### config.mk
export PLATFORM = sky130hd
export DESIGN_NAME = id_ex_stage
export DESIGN_NICKNAME = d
export VERILOG_FILES = /design/src/rtl/id_ex_stage.sv
export SDC_FILE = /design/constraint.sdc
export NUM_CORES = 1
export LEC_CHECK = 0
export CAP_MARGIN = 30
export CORE_AREA = 4 4 251 253
export DETAILED_ROUTE_END_ITERATION = 8
export DIE_AREA = 0 0 255 257
export DONT_BUFFER_PORTS = 1
export PLACE_DENSITY = 0.4
export SLEW_MARGIN = 30
export SYNTH_ARGS = -nofsm -noshare
export SYNTH_HDL_FRONTEND = slang
export SYNTH_SLANG_ARGS = --single-unit
### constraint.sdc
create_clock -name clk -period 2.3 [get_ports clk]
set_input_delay 0.575 -clock clk [delete_from_list [all_inputs] [get_ports clk]]
set_output_delay 0.575 -clock clk [all_outputs]
set_load 0.01 [all_outputs]
### src/rtl/id_ex_stage.sv
// Decode-to-execute stage: resolves operands through EX/MEM/WB forwarding,
// detects load-use hazards and holds the ID/EX pipeline register.
module id_ex_stage #(
    parameter int DATA_W = 64,
    parameter int ADDR_W = 5
) (
    input  logic              clk,
    input  logic              rst_n,

    input  logic              id_valid,
    input  logic [ADDR_W-1:0] id_rs,
    input  logic [ADDR_W-1:0] id_rt,
    input  logic [ADDR_W-1:0] id_rd,
    input  logic              id_rs_used,
    input  logic              id_rt_used,
    input  logic [DATA_W-1:0] id_imm,
    input  logic              id_wena,
    input  logic              id_memread,
    input  logic              id_memwrite,
    input  logic              id_use_imm,
    input  logic [3:0]        id_alu_op,

    output logic [ADDR_W-1:0] r0addr,
    output logic [ADDR_W-1:0] r1addr,
    input  logic [DATA_W-1:0] r0data,
    input  logic [DATA_W-1:0] r1data,

    input  logic              exf_wena,
    input  logic [ADDR_W-1:0] exf_waddr,
    input  logic [DATA_W-1:0] exf_wdata,
    input  logic              exf_memread,
    input  logic              memf_wena,
    input  logic [ADDR_W-1:0] memf_waddr,
    input  logic [DATA_W-1:0] memf_wdata,
    input  logic              wbf_wena,
    input  logic [ADDR_W-1:0] wbf_waddr,
    input  logic [DATA_W-1:0] wbf_wdata,

    input  logic              flush,
    output logic              stall,

    output logic              ex_valid,
    output logic              ex_wena,
    output logic              ex_memread,
    output logic              ex_memwrite,
    output logic              ex_use_imm,
    output logic [3:0]        ex_alu_op,
    output logic [ADDR_W-1:0] ex_waddr,
    output logic [DATA_W-1:0] ex_a,
    output logic [DATA_W-1:0] ex_b,
    output logic [DATA_W-1:0] ex_imm
);

    logic [DATA_W-1:0] fwd_a;
    logic [DATA_W-1:0] fwd_b;
    logic              hz;
    logic              bubble;

    // Youngest producer wins; r0 always reads the register file.
    function automatic logic [DATA_W-1:0] resolve(
        input logic [ADDR_W-1:0] src,
        input logic [DATA_W-1:0] rf_val,
        input logic              e_we,
        input logic [ADDR_W-1:0] e_wa,
        input logic [DATA_W-1:0] e_wd,
        input logic              m_we,
        input logic [ADDR_W-1:0] m_wa,
        input logic [DATA_W-1:0] m_wd,
        input logic              w_we,
        input logic [ADDR_W-1:0] w_wa,
        input logic [DATA_W-1:0] w_wd
    );
        logic [DATA_W-1:0] val;
        val = rf_val;
        if (src == '0)
            val = rf_val;
        else if (e_we && (e_wa == src))
            val = e_wd;
        else if (m_we && (m_wa == src))
            val = m_wd;
        else if (w_we && (w_wa == src))
            val = w_wd;
        return val;
    endfunction

    assign r0addr = id_rs;
    assign r1addr = id_rt;

    always_comb begin
        fwd_a = resolve(id_rs, r0data,
                        exf_wena, exf_waddr, exf_wdata,
                        memf_wena, memf_waddr, memf_wdata,
                        wbf_wena, wbf_waddr, wbf_wdata);
        fwd_b = resolve(id_rt, r1data,
                        exf_wena, exf_waddr, exf_wdata,
                        memf_wena, memf_waddr, memf_wdata,
                        wbf_wena, wbf_waddr, wbf_wdata);
    end

    // Load data only exists after MEM, so a consumer directly behind a load waits one cycle.
    always_comb begin
        hz = id_valid & ex_valid & exf_memread & ex_wena & (ex_waddr != '0) &
             ((id_rs_used & (id_rs == ex_waddr)) | (id_rt_used & (id_rt == ex_waddr)));
        stall  = hz & ~flush;
        bubble = flush | hz | ~id_valid;
    end

    always_ff @(posedge clk or negedge rst_n) begin
        if (!rst_n) begin
            ex_valid    <= 1'b0;
            ex_wena     <= 1'b0;
            ex_memread  <= 1'b0;
            ex_memwrite <= 1'b0;
            ex_use_imm  <= 1'b0;
            ex_alu_op   <= '0;
            ex_waddr    <= '0;
            ex_a        <= '0;
            ex_b        <= '0;
            ex_imm      <= '0;
        end else if (bubble) begin
            ex_valid    <= 1'b0;
            ex_wena     <= 1'b0;
            ex_memread  <= 1'b0;
            ex_memwrite <= 1'b0;
            ex_use_imm  <= 1'b0;
            ex_alu_op   <= '0;
            ex_waddr    <= '0;
            ex_a        <= '0;
            ex_b        <= '0;
            ex_imm      <= '0;
        end else begin
            ex_valid    <= 1'b1;
            ex_wena     <= id_wena & (id_rd != '0);
            ex_memread  <= id_memread;
            ex_memwrite <= id_memwrite;
            ex_use_imm  <= id_use_imm;
            ex_alu_op   <= id_alu_op;
            ex_waddr    <= id_rd;
            ex_a        <= fwd_a;
            ex_b        <= fwd_b;
            ex_imm      <= id_imm;
        end
    end

endmodule

# == Word-level counts from Yosys, hierarchy flattened ==
# Cells that the tools add are included.
# op_classes
add_sub_neg,0
n_mul,0
div,0
magnitude_cmp,0
n_eq_ne,8
shift,0
mux,18
bitwise,14
n_reduce_logical,10
# ops
op,n
2-to-1 mux 64 bit,11
equality test 5 bit,8
zero test 5 bit,2
nonzero test 5 bit,2
bitwise AND 1 bit,9
logical AND 1 bit,6
2-to-1 mux 1 bit,5
2-to-1 mux 5 bit,1
2-to-1 mux 4 bit,1
bitwise OR 1 bit,3
NOT 1 bit,2
# word_totals
regBits,206
latch_bits,0
ram_bits,0
mem_bits_ro,0
input_bits,432
out_inout_bits,217
wordCells,60
mem_count,0

# == Logic depth before layout (Yosys ltp) ==
# depth
depth_word,8
depth_mapped,9
mapped_depth_nobuf,6

# == Least setup slack after synthesis ==
# OpenSTA, ideal clock, no wires.
# synth_timing
kind,input -> register
start,input id_rt[0]
end,register ex_b[53]
setup_time_ns,0.147
t_arrival_ns,1.934
required_ns,2.153
slack_ns,0.220
path_stages,8
n_path_buf,3
path_cell_list,buf_2 xor2_1 nor4_2 buf_2 buf_1 nand3_1 o311ai_1 a311oi_1
# synth_between
elab_chain_cells,7
elab_cells_between_ends,18
cone_classes,eq/ne (4); mux (5); bitwise (5); reduce/logical (4)
# synth_rtl
element,line_no,source
from (decl),12,"input logic [ADDR_W-1:0] id_rt,"
equality test 5 bit (on tied branches),"103, 81",
bitwise AND 1 bit / logical AND 1 bit (equally long branches),"103, 81",
bitwise OR 1 bit / 2-to-1 mux 64 bit (equally long branches),"103, 81",
bitwise AND 1 bit / 2-to-1 mux 64 bit (equally long branches),"102, 79",
bitwise OR 1 bit / 2-to-1 mux 64 bit (equally long branches),"105, 77",
bitwise OR 1 bit / 2-to-1 mux 64 bit (equally long branches),"105, 75",
2-to-1 mux 64 bit *,120,end else if (bubble) begin
to (signal assigned),140,ex_b <= fwd_b;
to (decl),50,"output logic [DATA_W-1:0] ex_b,"
# Mark *: on every way between the ends. The rest lies on a longest branch, timed or not.

# == Worst setup path in the final report ==
# layout_timing
start,register ex_waddr[1]
end,output stall
# layout_between
elab_chain_cells,5
elab_cells_between_ends,9
cone_classes,eq/ne (2); bitwise (6); reduce/logical (1)
# layout_rtl
element,line_no,source
from (decl),48,"output logic [ADDR_W-1:0] ex_waddr,"
from (signal assigned),138,ex_waddr <= id_rd;
equality test 5 bit,103,((id_rs_used & (id_rs == ex_waddr)) | (id_rt_used & (id_rt == ex_waddr)));
bitwise AND 1 bit,103,
bitwise OR 1 bit,103,
bitwise AND 1 bit *,102,hz = id_valid & ex_valid & exf_memread & ex_wena & (ex_waddr != '0) &
bitwise AND 1 bit *,104,stall = hz & ~flush;
to (decl),40,"output logic stall,"
# Marked as above.

==> results.md <==
* CTS tree: done
* Period utilization at 100.9%
* Post-synth cell types at 28
* Yosys top cell by area: dfrtp_1
* Hold Slack at -285.4 ps
* DRC at 0
* Max cap viols at 0
* Crit path required time at 1730 ps
* Area growth syn-to-layout at 17.92%
* Clk_skew at 11.06 ps
* First-pass GRT wire length at ~110000 µm
* Top FF cell, synth: dfrtp_1
* Synth async-reset ratio at 100.0%
* Synthesized cell area at 0.01312 mm²
* Worst path cell trace: xnor2_2, nand4_1, o22ai_2, nand2_2, nor2_4
* Compound-Gate Fraction of Synth Area at 24.60%
* Worst-Skew Late Latency at 570 ps
* Worst setup EP type: output port
* Top cells by area, synth: dfrtp_1 39%, a311oi_1 8.5%, o311ai_1 8.5%, a21boi_1 5.8%, nand2_1 5.7%
* Slowest cell on crit path: dfrtp_2
* Tmin final at approximately 2300 ps
* Synth Warn # at 0
* Top cell type's share of synthesized area at between 30% and 40%
* GRT Util Overall at a little over a fifth
* Startpoint type of the worst setup path: register
* Post-synthesis simple-gate area fraction at about 24%
* DR WL/cell at 32.95 µm
* Max-slew violations at 0
* Vias in the first global route at roughly 14k
* Root Buffer: clkbuf_16
* Buf/Inv on CP at 0
* Crit path kind: reg -> out
* Multiplexer share of the synthesized area at 0%
* Share of post-route cells with drive strength above 1 at 11.11%
* CTS Buffer Depth at 3
* Post-Synth Adder-Cell Area at 0%
* Setup TNS at -21.61 ps
* Failing checks: negative hold slack, negative setup slack
* Synth Instances at ~1.6k
* Die X at ~260 µm
* Post-DP Area at around 0.014 mm²
* Die height at approximately 260 µm
* Initial DRT Pass Iterations at 6
* Worst Tran Pin Value at ~670 ps
* Total gr overflow at 0
* Status: finished with violations
* Via density at 5.844
* Total Power at approximately 0.010 W
* Number of DRC markers in iteration 0 at ~1.2k
* IO Count at 649
* Core ar. at between 0.06 and 0.07 mm²
* Max stage delay on crit path at around 480 ps
* Worst-path maximum fanout at 4
* R2R setup slack at around 80 ps
* Placer Congestion at around 0.89
* Worst path top cell family by delay: flip-flops
* CP arrival at 1750 ps
* Pwr Density at 649.4 mW/mm²
* Register bit total from synthesis at around 200
* Initial antenna violation count at 3
* Post-route cell area at around 0.015 mm²
* RSZ-0062 raised after global routing: yes
* Reg clk slew, reported paths at about 70 ps
* Total number of vias at approximately 14k
* Final Hold Fails at 206
* Largest net degree at the start of global routing at roughly 210
* Final Worst Setup Slack at -21.61 ps
* Post-route ant nets at 0
* I/O Buffers at 0
* Setup violators final at 1
* Nets at between 1.5k and 2k
* Dpl hpwl at around 53000 µm
* Fill cells at approximately 6.6k
* Syn avg cell area at about 8.3 µm²
* Syn nets at between 2k and 2.5k
* Die ar. at ~0.066 mm²
* F_max at 0.4307 GHz
* Cts bufs inserted at 27
* CTS sink cnt at 206
* Initial Util at between 20% and 30%
* Maximum VDD drop at around 0.41 mV
* Relative slew slack at around 55%
* Routed WL at around 76000 µm
* Post-synth EDFFs at 0
* Xor/xnor cell area share of the yosys netlist at 2.670%
* Sequential-to-total area share from yosys stat at around 39%
* Largest family of logic cells by synthesized area: compound AO/OA/AOI/OAI gates
* Final std cells w/o fill at around 2.3k
* P_leak at 5.969 nW
* Worst min path class: in -> async
* FP Rows at 91
* # H-tree levels at 1
* Inst Count DP at ~2.3k
* Core Util, Final at ~25%
==> metrics by stage <==
step	worst slack (ps)	hold slack, ps
after floorplan	219.8	279.4
after global placement	-401.4	284.4
after detailed placement	-319.8	284.3
after CTS	-76.14	-333.7
after global routing	-105.3	-327.3
final	-21.61	-285.4
==> final timing paths <==
check / startpoint / endpoint / depth (start not counted)
setup reg to reg: ex_waddr[1] / ex_use_imm / 9
hold / removal: rst_n / ex_imm[35] / 0
setup / recovery: ex_waddr[1] / stall / 5
max in group asynchronous: rst_n / ex_b[4] / 0
hold reg to reg: ex_waddr[0] / ex_b[62] / 4
min in group clk: id_imm[22] / ex_imm[22] / 1
==> metal layers <==
metal	vias to the layer above	part of all wire [%]	GRT usage, %
met3	162	10	6.236
met4	4	2.8	6.032
met2	931	47	36.43
met1	6883	39	27.86
li1	5584	-	-
met5	-	0.027	0
==> cells in the final DEF, fill, tap and decap left out, types with 27 or more instances in the layout <==
cell type / instances
dfrtp_1: 203
nand2_1: 194
nor2_1: 132
nor3_1: 131
nand3_1: 128
o311ai_1: 128
a311oi_1: 124
a21boi_1: 101
and2_1: 76
inv_1: 65
buf_4: 50
buf_12: 41
a21boi_0: 27
clkbuf_16: 27
==> where the power goes <==
part,internal [W],total (W),switching [W]
Sequential,0.00379,0.00399,0.000204
Clock,0.00265,0.00449,0.00183
Combinational,0.000568,0.00157,0.000997
Total,0.00701,0.0100,0.00304
==> synthesized netlist by cell type (2+ instances only) <==
cell type,n
a21boi_0,27
a21boi_1,101
a311oi_1,128
and2_1,80
and3_1,6
buf_1,2
buf_2,49
buf_4,40
clkbuf_1,104
dfrtp_1,206
inv_1,65
nand2_1,199
nand3_1,132
nand4_1,3
nor2_1,133
nor3_1,131
nor4_2,4
o311ai_1,128
xnor2_1,24
xor2_1,16
==> worst register-to-register path, cell delays in order, from the launching register on <==
cell	delay, ps
dfrtp_2	480
xnor2_2	150
nand4_1	100
o22ai_2	100
buf_4	140
a211o_4	420
buf_4	200
inv_2	90
buf_12	180
and2_1	260
==> state kept, by name, indices dropped and copies added (netlist names) <==
| signal | cells |
|---|---|
| ex_b | 64 |
| ex_imm | 64 |
| ex_memwrite | 1 |
| ex_valid | 1 |
| ex_alu_op | 4 |
| ex_wena | 1 |
| ex_a | 64 |
| ex_memread | 1 |
| ex_waddr | 5 |
| ex_use_imm | 1 |
==> cell type report <==
class / count / area, µm² / share of cell area (%)
well taps: 790 / 988.4 / 6.389
flip-flops and latches: 206 / 5159 / 33.34
multi-input cells: 1117 / 6958 / 44.97
inverters: 66 / 247.7 / 1.601
repair buffers: 92 / 1211 / 7.829
diodes: 1 / 2.502 / 0.01617
clock inverters: 10 / 133.9 / 0.8653
clock buffers: 39 / 770.7 / 4.982
==> cells by family after synthesis <==
kind of cell,count (synthesis)
buf+inv,263
simple gates,689
xor+xnor,40
compound gates,388
flops,206
==> what timing repair did <==
action / 4_1_cts / 5_1_grt
resized for setup: 10 / 5
pin swaps: 8 / 6
cloned: 0 / 0
endpoints found under the setup margin: 2 / 7
endpoints found under the hold margin: 206 / 206
buffers inserted: 1 / 3
(Power assumes the default switching activity.)
